`config.mk`:
```
export PLATFORM = sky130hd
export DESIGN_NAME = alu_pipe
export DESIGN_NICKNAME = d
export VERILOG_FILES = /design/src/rtl/alu_pkg.sv /design/src/rtl/alu_mul_seq.sv /design/src/rtl/alu_pipe.sv
export SDC_FILE = /design/constraint.sdc
export NUM_CORES = 1
export LEC_CHECK = 0
export ABC_AREA = 1
export BUFFER_PORTS_ARGS = -buffer_cell sky130_fd_sc_hd__clkbuf_2
export CAP_MARGIN = 10
export CORE_MARGIN = 2
export CORE_UTILIZATION = 63
export DETAILED_ROUTE_END_ITERATION = 16
export PLACE_DENSITY = 0.83
export SYNTH_ARGS = -nofsm -noshare
export SYNTH_HDL_FRONTEND = slang
export SYNTH_SLANG_ARGS = --single-unit
```
`constraint.sdc`:
```
create_clock -name clk -period 3.4 [get_ports clk]
set_clock_uncertainty 0.15 [all_clocks]
set_input_delay 0.68 -clock clk [delete_from_list [all_inputs] [get_ports clk]]
set_output_delay 0.68 -clock clk [all_outputs]
set_load 0.03 [all_outputs]
```
`src/rtl/alu_pkg.sv`:
```
// Shared types for the handshaked ALU: opcodes, controller states and flag bundle.
package alu_pkg;

    typedef enum logic [3:0] {
        OP_ADD  = 4'h0,
        OP_SUB  = 4'h1,
        OP_AND  = 4'h2,
        OP_OR   = 4'h3,
        OP_XOR  = 4'h4,
        OP_ADC  = 4'h5,
        OP_SBB  = 4'h6,
        OP_CMP  = 4'h7,
        OP_SHL  = 4'h8,
        OP_SHR  = 4'h9,
        OP_ASR  = 4'hA,
        OP_ROL  = 4'hB,
        OP_ROR  = 4'hC,
        OP_MUL  = 4'hD,
        OP_MULH = 4'hE,
        OP_NOT  = 4'hF
    } alu_op_e;

    typedef enum logic {
        IDLE = 1'b0,
        MUL  = 1'b1
    } alu_state_e;

    typedef struct packed {
        logic z;
        logic c;
        logic n;
        logic v;
    } alu_flags_t;

    function automatic logic is_mul_op(input alu_op_e op);
        return (op == OP_MUL) || (op == OP_MULH);
    endfunction

endpackage

```
`src/rtl/alu_mul_seq.sv`:
```
// Sequential shift-add multiplier: one partial-product step per cycle, N steps.
module alu_mul_seq #(
    parameter int N = 8
) (
    input  logic           clk,
    input  logic           rst_n,
    input  logic           start,
    input  logic [N-1:0]   a,
    input  logic [N-1:0]   b,
    output logic           busy,
    output logic           done,
    output logic [2*N-1:0] product
);
    localparam int CW = $clog2(N + 1);

    logic [CW-1:0]  count;
    logic [N-1:0]   mcand;
    logic [2*N-1:0] acc;
    logic [N:0]     sum;
    logic [2*N-1:0] acc_next;

    // Upper half accumulates the multiplicand, lower half holds the multiplier bits still to consume.
    always_comb begin
        sum      = {1'b0, acc[2*N-1:N]} + (acc[0] ? {1'b0, mcand} : '0);
        acc_next = {sum, acc[N-1:1]};
    end

    always_ff @(posedge clk or negedge rst_n) begin
        if (!rst_n) begin
            count <= '0;
            mcand <= '0;
            acc   <= '0;
        end else if (start) begin
            count <= CW'(N);
            mcand <= a;
            acc   <= {{N{1'b0}}, b};
        end else if (busy) begin
            count <= count - 1'b1;
            acc   <= acc_next;
        end
    end

    // product is the post-step value, so the consumer can commit it on the same edge as the final step.
    assign busy    = (count != '0);
    assign done    = (count == CW'(1));
    assign product = acc_next;

endmodule

```
`src/rtl/alu_pipe.sv`:
```
// Handshaked N-bit ALU with sticky flags and a multi-cycle multiplier.
module alu_pipe
    import alu_pkg::*;
#(
    parameter int N   = 8,
    parameter int SHW = $clog2(N)
) (
    input  logic         clk,
    input  logic         rst_n,
    input  logic         in_valid,
    output logic         in_ready,
    input  logic [3:0]   mode,
    input  logic [N-1:0] in_a,
    input  logic [N-1:0] in_b,
    output logic         out_valid,
    input  logic         out_ready,
    output logic [N-1:0] out,
    output logic         flag_zero,
    output logic         flag_carry,
    output logic         flag_neg,
    output logic         flag_ovf
);
    alu_state_e     state;
    alu_flags_t     flags;
    logic           hi_sel;
    alu_op_e        op;
    logic           accept;
    logic           mul_start, mul_busy, mul_done;
    logic [2*N-1:0] mul_product;
    logic [N-1:0]   mul_res;

    logic [N-1:0]   res;
    logic           c_next, v_next;
    logic [31:0]    amt;
    logic [N:0]     add_w, sub_w, shl_w, shr_w;
    logic signed [N:0] asr_w;

    assign op        = alu_op_e'(mode);
    assign in_ready  = rst_n && (state == IDLE) && !mul_busy && (!out_valid || out_ready);
    assign accept    = in_valid && in_ready;
    assign mul_start = accept && is_mul_op(op);
    assign mul_res   = hi_sel ? mul_product[2*N-1:N] : mul_product[N-1:0];

    alu_mul_seq #(.N(N)) u_mul (
        .clk     (clk),
        .rst_n   (rst_n),
        .start   (mul_start),
        .a       (in_a),
        .b       (in_b),
        .busy    (mul_busy),
        .done    (mul_done),
        .product (mul_product)
    );

    always_comb begin
        amt    = 32'(in_b[SHW-1:0]) % 32'(N);
        add_w  = {1'b0, in_a} + {1'b0, in_b} + {{N{1'b0}}, (op == OP_ADC) && flags.c};
        sub_w  = {1'b0, in_a} - {1'b0, in_b} - {{N{1'b0}}, (op == OP_SBB) && flags.c};
        // Guard bit catches the last bit shifted out; it stays 0 for a zero amount.
        shl_w  = {1'b0, in_a} << amt;
        shr_w  = {in_a, 1'b0} >> amt;
        asr_w  = $signed({in_a, 1'b0}) >>> amt;
        res    = '0;
        c_next = 1'b0;
        v_next = 1'b0;
        case (op)
            OP_ADD, OP_ADC: begin
                res    = add_w[N-1:0];
                c_next = add_w[N];
                v_next = (in_a[N-1] == in_b[N-1]) && (add_w[N-1] != in_a[N-1]);
            end
            OP_SUB, OP_SBB, OP_CMP: begin
                res    = sub_w[N-1:0];
                c_next = sub_w[N];
                v_next = (in_a[N-1] != in_b[N-1]) && (sub_w[N-1] != in_a[N-1]);
            end
            OP_AND: res = in_a & in_b;
            OP_OR:  res = in_a | in_b;
            OP_XOR: res = in_a ^ in_b;
            OP_NOT: res = ~in_a;
            OP_SHL: begin
                res    = shl_w[N-1:0];
                c_next = shl_w[N];
            end
            OP_SHR: begin
                res    = shr_w[N:1];
                c_next = shr_w[0];
            end
            OP_ASR: begin
                res    = asr_w[N:1];
                c_next = asr_w[0];
            end
            OP_ROL: res = (in_a << amt) | (in_a >> (32'(N) - amt));
            OP_ROR: res = (in_a >> amt) | (in_a << (32'(N) - amt));
            default: res = '0;
        endcase
    end

    always_ff @(posedge clk or negedge rst_n) begin
        if (!rst_n) begin
            state     <= IDLE;
            out       <= '0;
            out_valid <= 1'b0;
            flags     <= '0;
            hi_sel    <= 1'b0;
        end else begin
            case (state)
                IDLE: begin
                    if (accept && is_mul_op(op)) begin
                        state     <= MUL;
                        hi_sel    <= (op == OP_MULH);
                        out_valid <= 1'b0;
                    end else if (accept) begin
                        out_valid <= 1'b1;
                        if (op != OP_CMP) out <= res;
                        flags <= '{z: (res == '0), c: c_next, n: res[N-1], v: v_next};
                    end else if (out_ready) begin
                        out_valid <= 1'b0;
                    end
                end
                MUL: begin
                    if (mul_done) begin
                        state     <= IDLE;
                        out       <= mul_res;
                        out_valid <= 1'b1;
                        flags     <= '{z: (mul_res == '0), c: (mul_product[2*N-1:N] != '0),
                                       n: mul_res[N-1], v: 1'b0};
                    end
                end
                default: state <= IDLE;
            endcase
        end
    end

    assign flag_zero  = flags.z;
    assign flag_carry = flags.c;
    assign flag_neg   = flags.n;
    assign flag_ovf   = flags.v;

endmodule

```
Word level (Yosys, flattened, before mapping)
Cells that the tools add are included.
Operators by class
  bitwise logic cells: 7
  mux-type cells: 26
  shifts and indexed selects: 7
  reduce and logical (&&, ||, !) cells: 25
  eq/ne operators: 26
  $add $sub $neg: 7
Operators by type and width (number)
  8-bit case mux with 11 select lines: 1
  8-bit two-way mux: 6
  4-bit equality test (second input constant): 8
  16-bit two-way mux: 2
  8-bit by 32-bit left shift with 8-bit output: 1
  8-bit by 32-bit right shift with 8-bit output: 1
  8-bit bitwise OR: 3
  4-bit two-way mux: 5
  4-bit by 3-bit equality test with 1-bit output (second input constant): 4
  8-bit zero test: 2
  8-bit case mux with 2 select lines: 1
  8-bit by 8-bit adder with 9-bit output: 1
  8-bit by 9-bit adder with 9-bit output: 1
  9-bit by 1-bit adder with 9-bit output: 1
  1-bit logical AND: 9
  8-bit by 3-bit left shift with 9-bit output: 1
  9-bit by 3-bit right shift with 9-bit output: 1
  9-bit by 3-bit >>> shifter with 9-bit output: 1
  8-bit by 8-bit subtractor with 9-bit output: 1
  9-bit by 1-bit subtractor with 9-bit output: 1
  8-bit bitwise AND: 1
  4-bit by 1-bit equality test with 1-bit output (second input constant): 2
  4-bit by 2-bit equality test with 1-bit output (second input constant): 2
  8-bit inverter: 1
  other kinds (27): 41
Storage, ports and cells
  output and inout port bits: 14
  input port bits: 24
  logic and storage cells: 109
  register bits after elaboration: 43

Longest topological paths before layout
Gate-level depths: netlist of the first run.
  depth after elaboration: 9
  mapped depth: 20
  gate-level depth less buffers: 20

Cells and area by module
A second synthesis of the first run with hierarchy kept.
Second synthesis, totals
  cells, all modules: 896
  area total of the unflattened synthesis: 5460.2 µm²
By module, submodules not included
  alu_pipe: seq. area each 375.4 µm², area an instance 3746.1 µm², instances 1, cells an instance 681
  alu_mul_seq: seq. area each 700.7 µm², area an instance 1714.1 µm², instances 1, cells an instance 215

Worst setup path before layout of the first run
Ideal clock, no wire load.
  path kind: input port to flip-flop
  start: input mode[2]
  end: register out[7]
  stages: 16
  slack: 352 ps
  arrival: 2761 ps
  data required time: 3114 ps
  path buffers: 0
  setup time: 136 ps
  path through: inv_1 > nor2_1 > nand3_1 > fa_1 > inv_1 > ha_1 > o21ai_0 > nand2_1 > nand2_1 > nand3b_1 > nand3_1 > nand2_1 > inv_1 > nand3_1 > o211ai_1 > o21ai_1
Between the ends
  longest elaborated chain between the ends: 8
  elaborated cells between the ends (all ways): 33
  those cells by class: 2 x add/sub; 18 x eq/ne; 5 x mux; 8 x reduce/logical
Ends and longest elaborated chain
  from (decl): RTL line alu_pipe.sv:12  | input logic [3:0] mode,
  4-bit by 3-bit equality test with 1-bit output, on equally long branches: RTL line alu_pipe.sv:58, alu_pipe.sv:66, alu_pipe.sv:57
  1-bit logical AND, on equally long branches: RTL line alu_pipe.sv:58, alu_pipe.sv:57
  9-bit by 1-bit subtractor with 9-bit output or 9-bit by 1-bit adder with 9-bit output (tied branches): RTL line alu_pipe.sv:58, alu_pipe.sv:57
  8-bit case mux with 11 select lines: RTL line alu_pipe.sv:66  | case (op)
  8-bit two-way mux: RTL line alu_pipe.sv:115  | if (op != OP_CMP) out <= res;
  8-bit two-way mux: RTL line alu_pipe.sv:113  | end else if (accept) begin
  8-bit two-way mux: RTL line alu_pipe.sv:109  | if (accept && is_mul_op(op)) begin
  8-bit case mux with 2 select lines: RTL line alu_pipe.sv:107  | case (state)
  to (signal assigned): RTL line alu_pipe.sv:115
  to (signal assigned): RTL line alu_pipe.sv:124  | out <= mul_res;
  to (decl): RTL line alu_pipe.sv:17  | output logic [N-1:0] out,
Parallel ways exist; a longest one is shown, timed or not. The select of a mux whose other input is x is not followed.
A chain may end at the register's enable or synchronous reset.

Worst setup path in the final report of the first run
Same ends and word-level chain as after synthesis.

==> impl_metrics.json, run 1 <==
{
  "status": "finished clean",
  "end_kind": "register",
  "dp_cells": 1031,
  "drive_above_1_share_pct": 11.0,
  "cts_hold_buf": 0,
  "ir_drop_uv": 230,
  "synth_cell_type_count": 44,
  "die_h_um": 95.7,
  "met3_usage_pct": 5.48,
  "clk_pin_slew_ps": 90,
  "drt-total-wl_um": 18600,
  "cts.repair.resized": 0,
  "drc": 0,
  "ctsHtreeMaxLevel": 2,
  "leakage_nw": 3.33,
  "required_ps": 3420,
  "yosysSeqAreaShare_pct": 20.3,
  "antennaDiodeCount": 0,
  "finalMaxSlewViolations": 0,
  "synth_area_um2": 5300,
  "crit_fanout": 4,
  "fillers": 736,
  "final_area_um2": 5790,
  "final_hold_viol_count": 0,
  "timing.hold.ws_ps": 346,
  "std_cell_rows": 33,
  "clock-sinks": 43,
  "core_area_um2": 8180,
  "antenna_found_initial": 0,
  "grt_setup_unrepaired": "no",
  "wl_per_cell_um": 17.9,
  "max_stage_delay_ps": 530,
  "gp_congestion": 1.06,
  "cts_buffer_depth": 2,
  "via_count": 6306,
  "synth_warnings": 0,
  "avgViaCountPerCell": 6.07,
  "grt_pass1_vias": 5926,
  "cts_buffers": 5,
  "multiInputGateArea_um2": 3630,
  "use_met2_pct": 71.2,
  "final_core_util_pct": 70.8,
  "netlist_top_cells_count": "313 x nand2_1, 109 x inv_1, 97 x nand3_1",
  "dp_hpwl_um": 14900,
  "postRouteAntennaNets": 0,
  "clk_latency_ps": 300,
  "max_freq_mhz": 315,
  "synthTopCellsByArea": "nand2_1 22%, dfrtp_1 20%, ha_1 9.9%, nand3_1 9.2%, inv_1 7.7%",
  "io_buffers": 37,
  "grt_max_degree": 44,
  "period_share_pct": 93.4,
  "drtIter0Drc": 636,
  "ff_latch_area_um2": 1080,
  "stdcell_count": 1039,
  "slew_headroom_pct": 39.0,
  "synth_edf_count": 0,
  "grt_pass1_wl_um": 29500,
  "post-route-min-period_ps": 3180,
  "overflow": 0,
  "cp-start-kind": "input pin",
  "crit_chain": "clkbuf_2 > inv_1 > nor2_2 > nand3_1 > fa_1 > inv_1 > ha_1 > o21ai_0 > nand2_1 > nand2_1 > nand3b_1 > nand3_1 > nand2_1 > inv_1 > nand3_1 > o211ai_1 > o21ai_1",
  "ioPinCount": 38,
  "drtPass1Iterations": 6,
  "grt_usage_pct": 41.7,
  "grt-busiest-layer": "met2",
  "placed_area_um2": 5670,
  "fp.dieW_um": 95.7,
  "worstMarginPinSlew_ps": 911,
  "postCtsSetupRepairBufs": 0,
  "async_reset_ff_share_pct": 100,
  "synth_top_area_share_pct": 22.2,
  "yosys.area.top_type": "nand2_1",
  "cp_slowest_cell": "fa_1",
  "cap_violations": 0,
  "syn_avg_cell_area_um2": 5.97,
  "hp-class": "register to register",
  "syn2layout_area_growth_pct": 9.23,
  "ys_seq_elements": 43,
  "nets": 1004,
  "cts_tree": "yes",
  "cp.arrival_ps": 3190,
  "p_per_area_nw_per_um2": 445,
  "worstSetupPathType": "input pin to register",
  "synth_ff_type": "dfrtp_1",
  "synth_nets": 959,
  "dieArea_um2": 9160,
  "initial_core_util_pct": 64.8,
  "setup_violations": 0,
  "synth_most_common_cell": "nand2_1",
  "cts_root_buf": "clkbuf_8",
  "gr-usage-met1_pct": 52.5,
  "synth_cells": 888
}
placed cells by master (no fill, tap or decap), types with 9 or more instances in the layout:
cell      instances
inv_1           109
nand2_2          10
o21ai_0          49
dfrtp_1          43
a21oi_1          24
clkbuf_2         37
nor2_1           73
nand3_1          97
o21ai_1           9
buf_4            27
nand3b_1         12
nand2_1         313
nand4_1          16
ha_1             42
per-layer routing:
layer  vias to the layer above  part of all wire [%]
met4                         0                   5.3
met2                       412                    46
met1                      2868                    38
met5                         -                     0
li1                       2940                     -
met3                        86                    10
registers in the layout, indices dropped and copies added, names as in the netlist:
register / cells
u_mul.acc: 16
out: 8
u_mul.mcand: 8
u_mul.count: 4
flag_carry: 1
flag_neg: 1
flag_ovf: 1
flag_zero: 1
hi_sel: 1
out_valid: 1
state: 1
final cells by class:
cell class,instances,area share [%]
Clock buffer,6,1.43
Clock inverter,2,0.670
Sequential cell,43,18.6
Inverter,117,7.59
Timing Repair Buffer,64,6.70
Multi-Input combinational cell,702,62.8
Tap cell,105,2.27
final timing paths:
kind / endpoint / slack [ps] / cells after the start / start
worst max-delay path: out[7] / 220 / 17 / mode[2]
worst min-delay path: u_mul.mcand[6] / 350 / 2 / u_mul.mcand[6]
worst max register to register: out[7] / 480 / 14 / flag_carry
worst min register to register: u_mul.mcand[6] / 350 / 2 / u_mul.mcand[6]
max in group asynchronous: u_mul.mcand[1] / 2350 / 2 / rst_n
min in group asynchronous: u_mul.acc[12] / 370 / 2 / rst_n
metrics by stage:
| stage | TNS, ps | worst slack, ps | total power [mW] |
|---|---|---|---|
| after CTS | 0 | 211 | 2.54 |
| after global placement | -5.10 | -5.10 | 2.03 |
| after global routing | 0 | 36.1 | 2.74 |
| final | 0 | 224 | 2.58 |
| after detailed placement | -262 | -81.2 | 2.10 |
| after floorplan | 0 | 352 | 1.71 |
cells by family (layout without fill, tap and decap cells):
| group | after synthesis | in the layout | share of synthesized area (%) |
|---|---|---|---|
| mux | 1 | 1 | 0.189 |
| simple gates | 539 | 539 | 43.6 |
| xor+xnor | 10 | 10 | 1.65 |
| buf+inv | 143 | 189 | 11.2 |
| compound gates | 105 | 105 | 11.3 |
| flops | 43 | 43 | 20.3 |
| fa+ha+maj | 47 | 47 | 11.8 |
where the power goes:
group	switching, mW	internal, mW	total (mW)	leakage, nW
registers	0.149	0.675	0.824	0.573
clock network	0.196	0.242	0.438	0.0618
logic	0.898	0.416	1.31	2.69
total	1.24	1.33	2.58	3.33
critical path: cells and delay by family:
kind | cells | cell delay, ps
buffers and inverters | 4 | 260
adders and majority gates | 2 | 690
AOI/OAI and AO/OA | 3 | 550
and+or+nand+nor | 8 | 1020
Note: power is estimated with default switching activity, not from simulation.
==> run 2, diff against run 1 <==
==> constraint.sdc (replaced) <==
create_clock -name clk -period 3 [get_ports clk]
set_clock_uncertainty 0.15 [all_clocks]
set_input_delay 0.6 -clock clk [delete_from_list [all_inputs] [get_ports clk]]
set_output_delay 0.6 -clock clk [all_outputs]
set_load 0.03 [all_outputs]
==> run 2 against run 1 <==
  * Sequential power increased by 12%
  * Clock power up 4%
  * Combinational power is 20% higher
  * Count of clock-buffer cells in the layout fell by 1
  * Die area did not move
  * Core utilization up 2.5 points
  * Critical path depth rose by 2
  * Largest power group unchanged
  * Highest routed layer unchanged
==> impl_metrics.json, run 2 (synthesis gave the netlist of run 1 again) <==
{
  "top_layer_used": "met4",
  "final_common_cell": "nand2_1",
  "cts_buffer_depth": 2,
  "crit_fanout": 3,
  "ir_drop_uv": 326,
  "hp-class": "input pin to asynchronous set/reset pin",
  "cts_tree": "yes",
  "stdcell_count": 1063,
  "cts_hold_buf": 0,
  "pwr-share-comb_pct": 53.3,
  "leakage_nw": 3.44,
  "grt_pass1_wl_um": 29900,
  "ctsHtreeMaxLevel": 2,
  "p_clk_share_pct": 15.5,
  "clk_latency_ps": 300,
  "overflow": 0,
  "max_freq_mhz": 348,
  "worstSetupPathType": "input pin to register",
  "swShare_pct": 48.2,
  "worstSetupStartpoint": "mode[1]",
  "largestRegisters": "u_mul.acc: 16 flops, out: 8 flops, u_mul.mcand: 8 flops",
  "syn2layout_area_growth_pct": 13.1,
  "p_int_mw": 1.53,
  "rrSetupSlack_ps": 270,
  "std_cell_rows": 33,
  "end_kind": "register",
  "avgViaCountPerCell": 6.06,
  "wl_per_cell_um": 17.6,
  "p_switching_mw": 1.42,
  "timing.rr.end": "flag_zero",
  "finalMaxSlewViolations": 0,
  "cts_root_buf": "clkbuf_8",
  "clk_pin_slew_ps": 90,
  "crit_path_end": "flag_zero",
  "required_ps": 3090,
  "antenna_found_initial": 0,
  "ff2ff_path_depth": 13,
  "drt-total-wl_um": 18700,
  "via_count": 6438,
  "drtPass1Iterations": 5,
  "grt_usage_pct": 42.3,
  "fillers": 737,
  "placed_area_um2": 5850,
  "io_buffers": 37,
  "worstMarginPinSlew_ps": 575,
  "cts_buffers": 5,
  "drc": 0,
  "fin_tns_setup_ps": 0,
  "p_per_area_nw_per_um2": 491,
  "drtIter0Drc": 641,
  "cp-start-kind": "input pin",
  "drive_above_1_share_pct": 14.3,
  "post-route-min-period_ps": 2870,
  "slew_headroom_pct": 61.6,
  "core_area_um2": 8180,
  "cp.arrival_ps": 2960,
  "reg2reg_from": "u_mul.mcand[0]",
  "nets": 1029,
  "clock-sinks": 43,
  "grt_max_degree": 44,
  "period_share_pct": 95.8,
  "p_total_mw": 2.94,
  "fp.dieW_um": 95.7,
  "layout_common_cells": "311 x nand2_1, 108 x inv_1, 96 x nand3_1",
  "dp_cells": 1055,
  "grt_pass1_vias": 6164,
  "power_frac_seq_pct": 31.3,
  "drt-met1-wl_um": 7300,
  "final_hold_viol_count": 0,
  "setup_violations": 0,
  "final_area_um2": 5990,
  "cap_violations": 0,
  "dp_hpwl_um": 14900,
  "postRouteAntennaNets": 0,
  "wl_met3_um": 1700,
  "grt_setup_unrepaired": "yes",
  "antennaDiodeCount": 0,
  "status": "finished clean",
  "ioPinCount": 38,
  "wl_met2_um": 8450,
  "die_h_um": 95.7,
  "gp_congestion": 1.04,
  "initial_core_util_pct": 64.8,
  "dieArea_um2": 9160,
  "largest_register_ffs": 16,
  "top_register": "u_mul.acc"
}
run 2: timing repair:
item / CTS / global route
setup endpoints to repair: 3 / 14
setup buffers: 0 / 1
resized for setup: 2 / 12
hold endpoints to repair: 0 / 0
pin swaps: 0 / 3
run 2: cell type report:
| cell class | instances | area, µm² | area share (%) |
|---|---|---|---|
| clock buffers | 5 | 68.8 | 1.15 |
| well taps | 105 | 131 | 2.19 |
| multi-input cells | 702 | 3660 | 61.1 |
| inverters | 117 | 439 | 7.33 |
| repair buffers | 89 | 576 | 9.60 |
| flip-flops and latches | 43 | 1080 | 18.0 |
| clock inverters | 2 | 37.5 | 0.626 |
run 2: metal layers:
metal / track usage [%] / vias up
met3: 5.48 / 112
met4: 25.2 / 0
met5: 0 / -
met2: 69.5 / 418
li1: - / 2980
met1: 53.0 / 2928
run 2: how the worst min path moves through the flow:
stage	start	endpoint	slack, ps	cells after the start
floorplan	rst_n	flag_carry	150	0
global placement	u_mul.mcand[2]	u_mul.mcand[2]	320	2
detailed placement	u_mul.mcand[1]	u_mul.mcand[1]	330	2
CTS	rst_n	u_mul.acc[13]	300	2
global route	u_mul.mcand[1]	u_mul.mcand[1]	370	2
finish	rst_n	u_mul.acc[11]	300	2
run 2: critical path, cell delays in order:
cell and delay [ps]:
clkbuf_2 140, inv_1 80, nor2_2 120, nand3_2 90, fa_1 430, fa_2 400, nand3_1 130, nand3_1 90
nand3_1 100, nand2_1 60, nor2_1 100, nand2_1 90, nor2_2 130, nand2_1 70, nor2_1 90, nand3_1 70
nand2_1 60, nand2_1 50, nand2_1 50
run 2: through the flow:
step / hold slack (ps) / worst slack, ps / utilization, %
final: 300 / 127 / 73.3
after global placement: 317 / -419 / 71.5
after detailed placement: 328 / -486 / 71.5
after CTS: 303 / 42.7 / 72.8
after floorplan: 154 / 32.2 / -
after global routing: 371 / -34.0 / 73.3
run 2: power groups by stage:
stage	clock (mW)	combinational, mW	sequential [mW]
floorplan	0	0.931	1.00
global placement	0	1.43	0.907
detailed placement	0	1.49	0.916
CTS	0.447	1.52	0.909
global route	0.470	1.73	0.933
finish	0.455	1.57	0.921
